--- src/rtl/toggle_decoder_pkg.sv ---
// Shared types and default parameter values for the toggle-line decoder.
// Debounce FSM states are only used when TOGGLE_DECODER_DEBOUNCE_EN is defined.
package toggle_decoder_pkg;

  typedef enum logic {
    IDLE    = 1'b0,
    CONFIRM = 1'b1
  } state_t;

  localparam int   DEF_SYNC_STAGES     = 2;
  localparam int   DEF_DEBOUNCE_CYCLES = 4;
  localparam int   DEF_CNT_W           = 8;
  localparam logic DEF_INIT_LEVEL      = 1'b0;

endpackage

--- src/rtl/toggle_decoder_sync_chain.sv ---
// Multi-flop synchronizer with a configurable reset value, for any asynchronous
// single-bit input.
module sync_chain #(
  parameter int   STAGES = 2,
  parameter logic INIT   = 1'b0
) (
  input  logic clk,
  input  logic reset,
  input  logic d,
  output logic q
);

  logic [STAGES-1:0] sr;

  always_ff @(posedge clk) begin
    if (reset) sr <= {STAGES{INIT}};
    else       sr <= {sr[STAGES-2:0], d};
  end

  assign q = sr[STAGES-1];

endmodule

--- src/rtl/toggle_decoder.sv ---
// Toggle-encoded event decoder: synchronize, optionally debounce
// (TOGGLE_DECODER_DEBOUNCE_EN), then pulse / pending / count / overrun.
module toggle_decoder
  import toggle_decoder_pkg::*;
#(
  parameter int   SYNC_STAGES     = DEF_SYNC_STAGES,
  parameter int   DEBOUNCE_CYCLES = DEF_DEBOUNCE_CYCLES,
  parameter int   CNT_W           = DEF_CNT_W,
  parameter logic INIT_LEVEL      = DEF_INIT_LEVEL
) (
  input  logic             clk,
  input  logic             reset,
  input  logic             tog_in,
  input  logic             ack,
  input  logic             clr,
  output logic             event_pulse,
  output logic             pending,
  output logic             level,
  output logic [CNT_W-1:0] count,
  output logic             overrun
);

  if (SYNC_STAGES < 2 || DEBOUNCE_CYCLES < 1) begin : g_param_check
    $error("toggle_decoder: SYNC_STAGES must be >= 2 and DEBOUNCE_CYCLES >= 1");
  end

  logic s;
  logic accept;

  sync_chain #(
    .STAGES(SYNC_STAGES),
    .INIT  (INIT_LEVEL)
  ) u_sync (
    .clk  (clk),
    .reset(reset),
    .d    (tog_in),
    .q    (s)
  );

`ifdef TOGGLE_DECODER_DEBOUNCE_EN
  localparam int DW = $clog2(DEBOUNCE_CYCLES + 1);

  state_t        state, state_nxt;
  logic [DW-1:0] dcnt, dcnt_nxt;

  always_ff @(posedge clk) begin
    if (reset) begin
      state <= IDLE;
      dcnt  <= '0;
    end else begin
      state <= state_nxt;
      dcnt  <= dcnt_nxt;
    end
  end

  // dcnt counts consecutive samples where s disagrees with the accepted level
  always_comb begin
    state_nxt = state;
    dcnt_nxt  = dcnt;
    accept    = 1'b0;
    case (state)
      IDLE: begin
        if (s != level) begin
          if (DEBOUNCE_CYCLES == 1) begin
            accept = 1'b1;
          end else begin
            state_nxt = CONFIRM;
            dcnt_nxt  = DW'(1);
          end
        end
      end
      CONFIRM: begin
        if (s == level) begin
          state_nxt = IDLE;
          dcnt_nxt  = '0;
        end else if (int'(dcnt) + 1 == DEBOUNCE_CYCLES) begin
          accept    = 1'b1;
          state_nxt = IDLE;
          dcnt_nxt  = '0;
        end else begin
          dcnt_nxt = dcnt + DW'(1);
        end
      end
      default: begin
        state_nxt = IDLE;
        dcnt_nxt  = '0;
      end
    endcase
  end
`else
  always_comb begin
    accept = (s != level);
  end
`endif

  always_ff @(posedge clk) begin
    if (reset) begin
      event_pulse <= 1'b0;
      pending     <= 1'b0;
      level       <= INIT_LEVEL;
      count       <= '0;
      overrun     <= 1'b0;
    end else begin
      event_pulse <= accept;
      if (accept) level <= s;

      if (accept)   pending <= 1'b1;
      else if (ack) pending <= 1'b0;

      // increment lands on top of a same-cycle clear
      if (clr)         count <= accept ? CNT_W'(1) : '0;
      else if (accept) count <= count + CNT_W'(1);

      if (clr)                             overrun <= 1'b0;
      else if (accept && pending && !ack)  overrun <= 1'b1;
    end
  end

endmodule
--- config.mk ---
export PLATFORM = sky130hd
export DESIGN_NAME = toggle_decoder
export DESIGN_NICKNAME = d
export VERILOG_FILES = /design/src/rtl/toggle_decoder_pkg.sv /design/src/rtl/toggle_decoder_sync_chain.sv /design/src/rtl/toggle_decoder.sv
export SDC_FILE = /design/constraint.sdc
export NUM_CORES = 1
export LEC_CHECK = 0
export ABC_AREA = 1
export BUFFER_PORTS_ARGS = -buffer_cell sky130_fd_sc_hd__buf_2
export CAP_MARGIN = 5
export CORE_MARGIN = 2
export CORE_UTILIZATION = 30
export CTS_CLUSTER_DIAMETER = 50
export DETAILED_ROUTE_END_ITERATION = 16
export HOLD_SLACK_MARGIN = 0.12
export PLACE_DENSITY_LB_ADDON = 0.3
export SYNTH_ARGS = -nofsm -noshare
export SYNTH_HDL_FRONTEND = slang
export SYNTH_SLANG_ARGS = --single-unit
--- constraint.sdc ---
create_clock -name clk -period 1.2 [get_ports clk]
set_input_delay 0 -clock clk [delete_from_list [all_inputs] [get_ports clk]]
set_output_delay 0 -clock clk [all_outputs]
set_load 0.005 [all_outputs]
==> results of run 1 <==
metal layers:
layer	vias up	track usage, %	part of all wire [%]
li1	315	-	-
met1	272	13.7	44
met2	15	21.4	48
met3	5	6.13	6.1
met4	0	4.29	1.8
met5	-	0	0
cells by family (layout without fill, tap and decap cells):
family / count (synthesis) / count (layout) / synth area share, %
AND/OR/NAND/NOR: 47 / 47 / 33.5
flip-flops: 14 / 14 / 45.8
buffers and inverters: 14 / 39 / 9.81
AO/OA/AOI/OAI: 9 / 9 / 8.79
adder cells (fa/ha/maj): 1 / 1 / 2.04
critical path, delay by kind of cell:
kind | cells | cell delay, ns
buffers and inverters | 3 | 1.23
AND/OR/NAND/NOR | 1 | 0.05
registers in the layout, summed over array words and instances, names as in the netlist:
register	cells
overrun	1
u_sync.sr	2
level	1
event_pulse	1
count	8
pending	1
how the worst max path moves through the flow:
stage / endpoint / cells after the start / slack (ns) / from
2_1_floorplan: count[6]$_SDFFE_PP0P_ / 6 / 0.18 / count[1]$_SDFFE_PP0P_
3_5_place_dp: count[6]$_SDFFE_PP0P_ / 6 / 0.12 / count[1]$_SDFFE_PP0P_
4_1_cts: count[6]$_SDFFE_PP0P_ / 7 / 0.08 / count[1]$_SDFFE_PP0P_
3_3_place_gp: count[6]$_SDFFE_PP0P_ / 6 / 0.16 / count[1]$_SDFFE_PP0P_
5_1_grt: count[6]$_SDFFE_PP0P_ / 7 / -0.001 / count[1]$_SDFFE_PP0P_
6_report: u_sync.sr[0]$_SDFF_PP0_ / 4 / 0.1 / reset
cell usage after synthesis (2+ instances only):
library cell / instances / share of area (%)
a21oi_1: 3 / 2.5
and3_1: 2 / 2.0
dfxtp_1: 14 / 46
inv_1: 12 / 7.4
nand2_1: 16 / 9.8
nand3_1: 5 / 4.1
nand4_1: 2 / 2.0
nor2_1: 19 / 12
o21ai_0: 3 / 2.5
per-stage QoR:
stage               hold WS, ns  worst slack (ns)
floorplan                0.0691             0.180
global placement          0.197             0.158
detailed placement        0.206             0.123
CTS                       0.412            0.0845
global route              0.449          -0.00139
finish                    0.406            0.0967
cell type report:
cell class | instances | area share (%)
multi-input cells | 57 | 33.7
repair buffers | 22 | 16.9
flip-flops and latches | 14 | 34.8
well taps | 27 | 4.15
clock buffers | 4 | 4.46
inverters | 13 | 6.00
report_power, final:
part           internal, mW  switching, mW  total, mW
clock network         0.185          0.169      0.354
logic                0.0330         0.0368     0.0698
registers             0.475        0.00572      0.481
total                 0.693          0.211      0.904
timing repair:
action                                  CTS  global route
gates resized for setup                   0             3
hold buffers                              5             0
hold endpoints to repair                  7             0
endpoints found under the setup margin    0             1
==> impl_metrics.json, run 1 <==
{
  "hp-class": "reg -> reg",
  "yosysWarningCount": 0,
  "syn_inst": 85,
  "dpl_cell_area_um2": 722,
  "fin_skew_ns": 0.00303,
  "synth-edff-count": 0,
  "cp-start-kind": "input pin",
  "finalSetupViolCount": 0,
  "ant_nets": 0,
  "status": "completed",
  "drtIter0Drc": 11,
  "cts_sinks": 14,
  "die_y_um": 49.2,
  "rr_worst_depth": 7,
  "core_area_um2": 1940,
  "cts_inserted_buffers": 3,
  "hold_path_end": "u_sync.sr[1]$_SDFF_PP0_",
  "num_rows": 16,
  "ys_types": 18,
  "power.total_uw": 904,
  "fin_util_pct": 41.9,
  "fin_area_um2": 813,
  "worstHoldStart": "u_sync.sr[0]$_SDFF_PP0_",
  "final.min_clock_period_ns": 1.10,
  "tns_ns": 0,
  "layout_common_cells": "19 x nor2_1, 16 x nand2_1, 16 x buf_2",
  "io_pins": 17,
  "ys_ff_latch": 14,
  "relSlewSlack_pct": 82.9,
  "cp_slowest_cell": "dlygate4sd3_1",
  "worstPathRequired_ns": 1.38,
  "p_per_area_nw_per_um2": 1110,
  "wl_per_cell_um": 9.47,
  "power.leakage_nw": 0.385,
  "drive_gt1_share_pct": 26.4,
  "fill_cells": 224,
  "dp_cells": 128,
  "gp_congestion": 0.719,
  "antenna_found_initial": 0,
  "multi_input_area_um2": 274,
  "max_stage_delay_ns": 0.54,
  "cap_viol_max_count": 0,
  "syn_avg_cell_area_um2": 7.20,
  "crit_fanout": 7,
  "synthFlopType": "dfxtp_1",
  "cts_tree": "yes",
  "ff2ff_setup_slack_ns": 0.15,
  "dp_hpwl_um": 888,
  "clockBufferDepth": 2,
  "synthArstFlopShare_pct": 0,
  "overflow": 0,
  "cts_root_buf": "clkbuf_4",
  "ir_drop_mv": 0.626,
  "min_path_cells": 2,
  "crit_chain": "dlygate4sd3_1 -> buf_2 -> nor2_1 -> dlygate4sd3_1",
  "drt-total-wl_mm": 1.30,
  "clock_latency_ns": 0.29,
  "dieArea_um2": 2420,
  "grt_use_total_pct": 12.7,
  "clk_pin_slew_worst_paths_ns": 0.09,
  "r2r_start": "count[1]$_SDFFE_PP0P_",
  "portBuffers": 16,
  "grt_max_degree": 13,
  "netlist_area_um2": 612,
  "cts_htree_levels": 1,
  "vias": 607,
  "fin_crit_sh_pct": 91.9,
  "viasPerCell": 4.43,
  "drv_slew": 0,
  "grt_pass1_vias": 568,
  "finalHoldViolCount": 0,
  "cpMostUsedCell": "dlygate4sd3_1",
  "drc": 0,
  "seqCellArea_um2": 283,
  "layout_commonest_cell": "nor2_1",
  "fin_nets": 117,
  "drtPass1Iterations": 4,
  "start_util_pct": 31.5,
  "worst_pin_slew_ns": 0.256,
  "critPathCaptureType": "flip-flop",
  "antenna_cells": 0,
  "dieWidth_um": 49.2,
  "cts_post_setup_buffers_inserted": 0,
  "syn_nets": 91,
  "max_clock_freq_mhz": 906,
  "synth-seq-area-share_pct": 45.8,
  "syn_to_final_growth_pct": 32.9,
  "cp.arrival_ns": 1.29,
  "instances_no_fill": 137,
  "reg2reg_to": "count[6]$_SDFFE_PP0P_",
  "grt_pass1_wl_mm": 2.31,
  "critical_path_class": "in -> reg"
}
(Power assumes the default switching activity.)
==> run 2, diff against run 1 <==
--- a/config.mk
+++ b/config.mk
@@ -14,4 +14,5 @@
 export DETAILED_ROUTE_END_ITERATION = 16
-export HOLD_SLACK_MARGIN = 0.12
+export HOLD_SLACK_MARGIN = 0.1
 export PLACE_DENSITY_LB_ADDON = 0.3
+export SLEW_MARGIN = 20
 export SYNTH_ARGS = -nofsm -noshare
==> constraint.sdc (replaced) <==
create_clock -name clk -period 1.2 [get_ports clk]
set_input_delay 0.3 -clock clk [delete_from_list [all_inputs] [get_ports clk]]
set_output_delay 0.3 -clock clk [all_outputs]
set_load 0.005 [all_outputs]
==> impl_metrics.json, run 2 (synthesis results as in run 1) <==
{
  "status": "completed",
  "dpl_cell_area_um2": 722,
  "drtPass1Iterations": 4,
  "ir_drop_mv": 0.491,
  "layout_commonest_cell": "nor2_1",
  "min_path_cells": 3,
  "clk_pin_slew_worst_paths_ns": 0.09,
  "dieArea_um2": 2420,
  "fin_util_pct": 39.2,
  "cp-start-kind": "flip-flop",
  "critPathCaptureType": "output pin",
  "cts_post_setup_buffers_inserted": 0,
  "p_per_area_nw_per_um2": 1150,
  "dp_cells": 128,
  "largest_reg_flops": 8,
  "clockBufferDepth": 2,
  "tns_ns": 0,
  "seqPwrFrac_pct": 54.7,
  "worstPathRequired_ns": 0.90,
  "rr_worst_depth": 6,
  "max_clock_freq_mhz": 881,
  "vias": 575,
  "crit_chain": "buf_2",
  "largest_register": "count",
  "core_area_um2": 1940,
  "viasPerCell": 4.36,
  "overflow": 0,
  "final.min_clock_period_ns": 1.14,
  "grt_max_degree": 13,
  "cp_num_buf_inv": 1,
  "cp_slowest_cell": "dfxtp_1",
  "drt-total-wl_mm": 1.22,
  "power_switching_uw": 196,
  "clock_latency_ns": 0.28,
  "start_util_pct": 31.5,
  "drc": 0,
  "cts_sinks": 14,
  "fin_nets": 112,
  "reg2reg_to": "count[6]$_SDFFE_PP0P_",
  "power.leakage_nw": 0.365,
  "cts_htree_levels": 1,
  "worst_hold_slack_ns": 0.210,
  "dieWidth_um": 49.2,
  "finalHoldViolCount": 0,
  "place_ws_ns": 0.126,
  "dp_hpwl_um": 892,
  "crit_family": "flip-flops",
  "antenna_cells": 0,
  "layout_common_cells": "19 x nor2_1, 16 x nand2_1, 16 x buf_2",
  "cp.depth": 1,
  "die_y_um": 49.2,
  "finalSetupViolCount": 0,
  "num_rows": 16,
  "io_pins": 17,
  "antenna_found_initial": 0,
  "cts_inserted_buffers": 3,
  "drv_slew": 0,
  "portBuffers": 16,
  "max_stage_delay_ns": 0.41,
  "grt_use_total_pct": 11.5,
  "gp_congestion": 0.699,
  "cts_root_buf": "clkbuf_4",
  "instances_no_fill": 132,
  "r2r_start": "count[1]$_SDFFE_PP0P_",
  "ant_nets": 0,
  "combPwrFrac_pct": 6.4,
  "crit_fanout": 6,
  "cts_tree": "yes",
  "syn_to_final_growth_pct": 24.3,
  "power.total_uw": 878,
  "cp.arrival_ns": 0.84,
  "setup_ws_ns": 0.0649,
  "relSlewSlack_pct": 86.5,
  "fin_crit_sh_pct": 94.6,
  "worstHoldStart": "tog_in",
  "ff2ff_setup_slack_ns": 0.13,
  "drtIter0Drc": 13,
  "drive_gt1_share_pct": 26.7,
  "wl_per_cell_um": 9.20,
  "cap_viol_max_count": 0,
  "critical_path_class": "reg -> out",
  "fin_area_um2": 761,
  "grt_pass1_vias": 508,
  "p_int_uw": 681,
  "hp-class": "in -> reg",
  "grt_pass1_wl_mm": 2.09,
  "fin_skew_ns": 0.00400,
  "sw_frac_of_total_pct": 22.4,
  "top_regs": "count (8), u_sync.sr (2)",
  "worst_pin_slew_ns": 0.202,
  "hold_path_end": "u_sync.sr[0]$_SDFF_PP0_",
  "clkPwrFrac_pct": 39.0,
  "rsz0062_at_grt": "false"
}
[run 2: cell count changes in the layout (fill, tap and decap cells not counted), sizes merged]
cell / before / now
dlygate4sd3: 5 / 0
[run 2: worst max path at each step]
stage                               start                     to  slack [ns]
floorplan           count[1]$_SDFFE_PP0P_  count[6]$_SDFFE_PP0P_        0.18
global placement    count[1]$_SDFFE_PP0P_  count[6]$_SDFFE_PP0P_        0.16
global route        count[2]$_SDFFE_PP0P_               count[2]       0.002
CTS                 count[4]$_SDFFE_PP0P_               count[4]        0.05
detailed placement  count[1]$_SDFFE_PP0P_  count[6]$_SDFFE_PP0P_        0.13
finish              count[2]$_SDFFE_PP0P_               count[2]        0.06
[run 2: repair_timing]
action | in CTS | in global routing
resized for setup | 1 | 1
endpoints found under the setup margin | 1 | 1
hold buffers | 0 | 0
[run 2: area by class of cell]
type	instances	area, um^2
repair buffers	17	87.6
multi-input cells	57	272
inverters	13	48.8
fillers	227	1180
well taps	27	33.8
flip-flops and latches	14	283
clock buffers	4	36.3
[run 2: metal layers]
metal | vias up | track usage (%) | wire length (um)
met4 | 0 | 7.14 | 32
met2 | 15 | 16.9 | 542
met5 | - | 0 | 0
li1 | 305 | - | -
met3 | 5 | 4.29 | 71
met1 | 250 | 14.1 | 569
[run 2: power by group through the flow]
stage	Combinational [mW]	Clock (mW)	Sequential (mW)
after global placement	0.0564	0	0.491
after CTS	0.0575	0.355	0.480
after global routing	0.0653	0.380	0.481
final	0.0558	0.342	0.480
after detailed placement	0.0571	0	0.491
after floorplan	0.0344	0	0.492
